**src/rtl/bank_dist_pkg.sv**
```systemverilog
// Shared types and width helpers for the bank write sequencer and its block ownership tracker.
package bank_dist_pkg;

  localparam int DEFAULT_BANK_COUNT  = 3;
  localparam int DEFAULT_BLOCK_DEPTH = 480;
  localparam int DEFAULT_BLOCK_COUNT = 2;

  // Width of an index that enumerates n items; a single item still needs one bit.
  function automatic int calc_idx_width(input int n);
    return (n > 1) ? $clog2(n) : 1;
  endfunction

  function automatic int calc_addr_width(input int depth, input int count);
    return $clog2(depth * count);
  endfunction

  localparam int DEFAULT_ADDR_WIDTH    = calc_addr_width(DEFAULT_BLOCK_DEPTH, DEFAULT_BLOCK_COUNT);
  localparam int DEFAULT_BLK_IDX_WIDTH = calc_idx_width(DEFAULT_BLOCK_COUNT);

  typedef enum logic {
    FILL      = 1'b0,
    WAIT_FREE = 1'b1
  } state_t;

  typedef logic [DEFAULT_ADDR_WIDTH-1:0] bank_addr_t;

endpackage

```
**src/rtl/block_ownership_tracker.sv**
```systemverilog
// Full flags for the block ring: set on block completion, cleared by reader release; set beats release.
module block_ownership_tracker
  import bank_dist_pkg::*;
#(
  parameter int BLOCK_COUNT   = DEFAULT_BLOCK_COUNT,
  parameter int BLK_IDX_WIDTH = calc_idx_width(BLOCK_COUNT)
) (
  input  logic                     clk,
  input  logic                     rst,
  input  logic                     set_valid,
  input  logic [BLK_IDX_WIDTH-1:0] set_idx,
  input  logic [BLOCK_COUNT-1:0]   rel_mask,
  output logic [BLOCK_COUNT-1:0]   full,
  output logic [BLOCK_COUNT-1:0]   full_next
);

  // NOTE: combinational outputs get a default first so no path leaves them unassigned (no latch).
  always_comb begin
    full_next = full & ~rel_mask;
    // Applied after the release so a completion on the same edge keeps the block owned.
    if (set_valid) full_next[set_idx] = 1'b1;
  end

  // NOTE: sequential state uses non-blocking assignments only.
  always_ff @(posedge clk) begin
    if (rst) full <= '0;
    else     full <= full_next;
  end

endmodule

```
**src/rtl/bank_write_sequencer.sv**
```systemverilog
// Deals a valid/ready pixel stream round-robin across banks, filling a ring of blocks per bank.
module bank_write_sequencer
  import bank_dist_pkg::*;
#(
  parameter int BANK_COUNT  = DEFAULT_BANK_COUNT,
  parameter int BLOCK_DEPTH = DEFAULT_BLOCK_DEPTH,
  parameter int BLOCK_COUNT = DEFAULT_BLOCK_COUNT,
  parameter int DATA_WIDTH  = 24,
  parameter int ADDR_WIDTH  = calc_addr_width(BLOCK_DEPTH, BLOCK_COUNT)
) (
  input  logic                          I_clk,
  input  logic                          I_rst,
  input  logic                          I_valid,
  input  logic [DATA_WIDTH-1:0]         I_data,
  input  logic                          I_sof,
  output logic                          O_ready,
  input  logic [BLOCK_COUNT-1:0]        I_release,
  output logic [BANK_COUNT-1:0]         O_bank_wr_en,
  output logic [ADDR_WIDTH-1:0]         O_bank_addr [0:BANK_COUNT-1],
  output logic [DATA_WIDTH-1:0]         O_bank_data,
  output logic                          O_block_done,
  output logic [$clog2(BLOCK_COUNT)-1:0] O_done_block,
  output logic [BLOCK_COUNT-1:0]        O_full
);

  localparam int BANK_W = calc_idx_width(BANK_COUNT);
  localparam int WORD_W = calc_idx_width(BLOCK_DEPTH);
  localparam int BLK_W  = calc_idx_width(BLOCK_COUNT);

  state_t state, state_next;

  logic [BANK_W-1:0]     bank_idx, bank_next, wr_bank;
  logic [WORD_W-1:0]     word_idx, word_next, wr_word;
  logic [BLK_W-1:0]      blk_idx, blk_next, blk_adv;
  logic [ADDR_WIDTH-1:0] wr_addr;
  logic                  accept, bank_last, complete;
  logic [BLOCK_COUNT-1:0] full_next;

  block_ownership_tracker #(
    .BLOCK_COUNT   (BLOCK_COUNT),
    .BLK_IDX_WIDTH (BLK_W)
  ) u_tracker (
    .clk       (I_clk),
    .rst       (I_rst),
    .set_valid (complete),
    .set_idx   (blk_idx),
    .rel_mask  (I_release),
    .full      (O_full),
    .full_next (full_next)
  );

  // FILL is only ever held while the current block is free, so this equals !I_rst && !O_full[blk_idx].
  assign O_ready = !I_rst && (state == FILL);
  assign accept  = I_valid && O_ready;

  // Start-of-frame restarts the current block in place at bank 0, word 0.
  always_comb begin
    wr_bank   = I_sof ? '0 : bank_idx;
    wr_word   = I_sof ? '0 : word_idx;
    wr_addr   = ADDR_WIDTH'(blk_idx) * ADDR_WIDTH'(BLOCK_DEPTH) + ADDR_WIDTH'(wr_word);
    bank_last = (bank_idx == BANK_W'(BANK_COUNT - 1));
    complete  = accept && !I_sof && bank_last && (word_idx == WORD_W'(BLOCK_DEPTH - 1));
    blk_adv   = (blk_idx == BLK_W'(BLOCK_COUNT - 1)) ? '0 : blk_idx + BLK_W'(1);

    bank_next = bank_idx;
    word_next = word_idx;
    blk_next  = blk_idx;
    if (accept) begin
      if (I_sof) begin
        if (BANK_COUNT == 1) begin
          bank_next = '0;
          word_next = WORD_W'(1);
        end else begin
          bank_next = BANK_W'(1);
          word_next = '0;
        end
      end else if (complete) begin
        bank_next = '0;
        word_next = '0;
        blk_next  = blk_adv;
      end else if (bank_last) begin
        bank_next = '0;
        word_next = word_idx + WORD_W'(1);
      end else begin
        bank_next = bank_idx + BANK_W'(1);
      end
    end
  end

  always_comb begin
    state_next = state;
    case (state)
      FILL:      if (full_next[blk_next]) state_next = WAIT_FREE;
      WAIT_FREE: if (!full_next[blk_idx]) state_next = FILL;
      default:   state_next = FILL;
    endcase
  end

  always_ff @(posedge I_clk) begin
    if (I_rst) state <= FILL;
    else       state <= state_next;
  end

  always_ff @(posedge I_clk) begin
    if (I_rst) begin
      bank_idx     <= '0;
      word_idx     <= '0;
      blk_idx      <= '0;
      O_bank_wr_en <= '0;
      O_bank_data  <= '0;
      O_block_done <= 1'b0;
      O_done_block <= '0;
      // NOTE: the address array is a small bank of output registers, not a RAM, so it is reset like any flop.
      for (int b = 0; b < BANK_COUNT; b++) O_bank_addr[b] <= '0;
    end else begin
      bank_idx     <= bank_next;
      word_idx     <= word_next;
      blk_idx      <= blk_next;
      O_bank_wr_en <= accept ? (BANK_COUNT'(1) << wr_bank) : '0;
      O_block_done <= complete;
      if (accept) begin
        O_bank_addr[wr_bank] <= wr_addr;
        O_bank_data          <= I_data;
      end
      if (complete) O_done_block <= blk_idx;
    end
  end

endmodule

```
**config.mk**
```make
export PLATFORM = sky130hd
export DESIGN_NAME = bank_write_sequencer
export DESIGN_NICKNAME = d
export VERILOG_FILES = /design/src/rtl/bank_dist_pkg.sv /design/src/rtl/block_ownership_tracker.sv /design/src/rtl/bank_write_sequencer.sv
export SDC_FILE = /design/constraint.sdc
export NUM_CORES = 1
export LEC_CHECK = 0
export CAP_MARGIN = 20
export CORE_AREA = 2 2 85 87
export DETAILED_ROUTE_END_ITERATION = 10
export DIE_AREA = 0 0 87 89
export PLACE_DENSITY_LB_ADDON = 0.12
export SLEW_MARGIN = 20
export SYNTH_ARGS = -nofsm -noshare
export SYNTH_HDL_FRONTEND = slang
export SYNTH_SLANG_ARGS = --single-unit
```
**constraint.sdc**
```tcl
create_clock -name I_clk -period 2.7 [get_ports I_clk]
set_clock_uncertainty 0.15 [all_clocks]
set_input_delay 0.54 -clock I_clk [delete_from_list [all_inputs] [get_ports I_clk]]
set_output_delay 0.54 -clock I_clk [all_outputs]
set_load 0.05 [all_outputs]
```
==> results.txt <==
IO Pins: 92
Antenna diode count: 0
Core Rows: 30
Avg Inst Size Synth: 8.50 um^2
Outcome: complete, no violations
Post-DP HPWL: 5.11 mm
Drt total wl: 7.42 mm
Fin. Hold Viols: 0
RePlAce Congestion: 0.866
Most common cell in the netlist: nand2_1
Worst vdd ir: 0.409 mV
Clock Sink Count: 74
Post-synthesis sequential area ratio: 49.1%
Largest net degree at the start of global routing: 55
Layout cells sized above 1: 8.02%
CP Max Fanout: 13
Die width: 87 um
WHS Path Cells: 2
Final instance area: 0.00425 mm^2
Synthesis-to-layout area growth: 40.8%
Asr flop ratio synth: 0%
Unrepaired setup endpoints after global routing: false
Min-delay worst type: flop to flop
Most common flop cell mapped by yosys: dfxtp_1
Final setup vio count: 0
CTS Hold Bufs: 0
Final core occ: 63.3%
Post-Syn Area: 0.00302 mm^2
Leakage power: 0.00161 uW
Clock Power Share: 42.6%
Drt wl/cell: 14.0 um
Post-route ant nets: 0
Synth area leader: dfxtp_1
First-pass GRT wire length: 12.1 mm
R2r endpoint: word_idx[8]$_SDFFE_PP0P_
Post-synthesis register bit count: 74
FF+latch area: 0.00148 mm^2
Setup Slack @ Placement: 0.103 ns
CP Launch Point: word_idx[0]$_SDFFE_PP0P_
CP endpoint kind: flop
Cell variety after synth: 43
Nets: 480
Hold Startpoint: O_bank_addr[13]$_SDFFE_PP0P_
GRT overflow: 0
Total number of vias: 2756
Gate Count Post-Synth: 355
Worst-Skew Late Latency: 0.35 ns
Arrival time worst endpoint: 2.34 ns
Die height: 89 um
PnR worst setup slack: 0.428 ns
Worst-Margin Slew: 0.540 ns
Switching part of the total: 24.0%
Final TNS setup: 0 ns
DRC: 0
Internal power: 1900 uW
Setup Buffers After CTS: 0
Comb pwr share: 11.8%
Synth top area cells: dfxtp_1, nand2_1, nand3b_1
Cell depth of the worst flop-to-flop path: 5
Share of the synthesized area in the top cell type: 49.1%
I/O Buffers: 91
FF-to-FF setup slack: 0.43 ns
CTS Root Cell: clkbuf_8
CTS clk-pin slew, worst paths: 0.07 ns
Sequential Power Share: 45.7%
CTS Buf Count: 9
Max Cap Viol: 0
Worst Hold End: O_bank_addr[13]$_SDFFE_PP0P_
Multi-input logic area: 0.00140 mm^2
Initial core utilization: 44.9%
Number of global-route vias before repair: 2557
Yosys warning count: 0
Area of the core: 0.00672 mm^2
Post-synth EDFFs: 0
Max-slew violations: 0
Fin crit share: 84.1%
Cts repair resizes: 0
Mapped Nets: 391
FMAX: 0.440 GHz
Post-synth top cells: nand2_1, dfxtp_1, nand3b_1
Reg-to-Reg Start: word_idx[0]$_SDFFE_PP0P_
H-tree levels: 3
Relative slew slack: 63.9%
Worst Path Required: 2.77 ns
Kind of critical path: flop to flop
CTS tree: yes
Die Area: 0.00774 mm^2
PwrDens: 587 mW/mm^2
Via density: 5.21
Final Critical Period: 2.27 ns
Initial antenna violation count: 0
GRT Total Usage: 20.0%
Initial DRC Count: 189
Clk buf depth: 2
Sw Pwr: 597 uW
Placed Area: 0.00400 mm^2
Drt pass-1 iters: 4
CP startpoint kind: flop
Filler cells: 592
[final cells by class]
| type | instances | area share [%] |
|---|---|---|
| Sequential cell | 74 | 34.9 |
| Inverter | 5 | 0.559 |
| Tap cell | 80 | 2.36 |
| Timing Repair Buffer | 103 | 23.4 |
| Multi-Input combinational cell | 251 | 32.9 |
| Clock buffer | 11 | 3.56 |
| Clock inverter | 5 | 2.36 |
[registers in the layout, indices dropped and copies added, names as in the netlist]
register        count
O_bank_addr        30
O_bank_data        24
O_bank_wr_en        3
O_block_done        1
O_done_block        1
bank_idx            2
blk_idx             1
state               1
u_tracker.full      2
word_idx            9
[worst max-delay path: stages, from the launching register on]
cell	delay [ns]
dfxtp_1	0.48
ha_1	0.30
and3_1	0.28
nand4_1	0.47
a41oi_1	0.39
a311oi_1	0.07
[metal layers]
metal	global-route usage, %	wire length [um]	vias to the layer above
met4	9.09	135	0
met1	25.0	3280	1237
met5	0	0	-
met2	30.6	3320	107
li1	-	-	1399
met3	7.76	683	13
[worst max path at each step]
stage	slack, ns	endpoint
global route	0.27	word_idx[8]$_SDFFE_PP0P_
finish	0.43	word_idx[8]$_SDFFE_PP0P_
detailed placement	0.10	O_bank_addr[18]$_SDFFE_PP0P_
global placement	0.15	O_bank_addr[9]$_SDFFE_PP0P_
floorplan	0.50	O_ready
CTS	0.45	O_bank_addr[5]
[power by group through the flow]
stage	combinational (uW)	sequential [uW]	clock, uW
final	293	1140	1060
after global routing	311	1140	1130
after CTS	296	1140	1090
after detailed placement	294	1160	0
after global placement	292	1160	0
after floorplan	74.5	1260	0
[stage by stage]
| stage | total power (uW) | std cells | hold WS, ns |
|---|---|---|---|
| final | 2490 | 529 | 0.303 |
| after global routing | 2580 | 529 | 0.319 |
| after CTS | 2530 | 529 | 0.306 |
| after detailed placement | 1460 | 513 | 0.296 |
| after global placement | 1450 | 513 | 0.293 |
| after floorplan | 1340 | 355 | 0.317 |
[cell usage in the layout, fill, tap and decap left out, drive strengths merged, types with 6 or more instances in the layout]
cell and n:
clkdlybuf4s50 89, nand4 6, nand3 6, dfxtp 74, buf 14, nor2 20
a31oi 6, o21ai 6, nand2 89, a21oi 29, clkbuf 11, a211oi 6
nand3b 30
[kinds of logic after synthesis]
logic type / count (synthesis) / synth area share [%]
flops: 74 / 49.1
compound gates: 62 / 12.6
fa+ha+maj: 6 / 2.74
xor+xnor: 1 / 0.290
buf+inv: 30 / 4.56
simple gates: 182 / 30.7
Note: power is estimated with default switching activity, not from simulation.
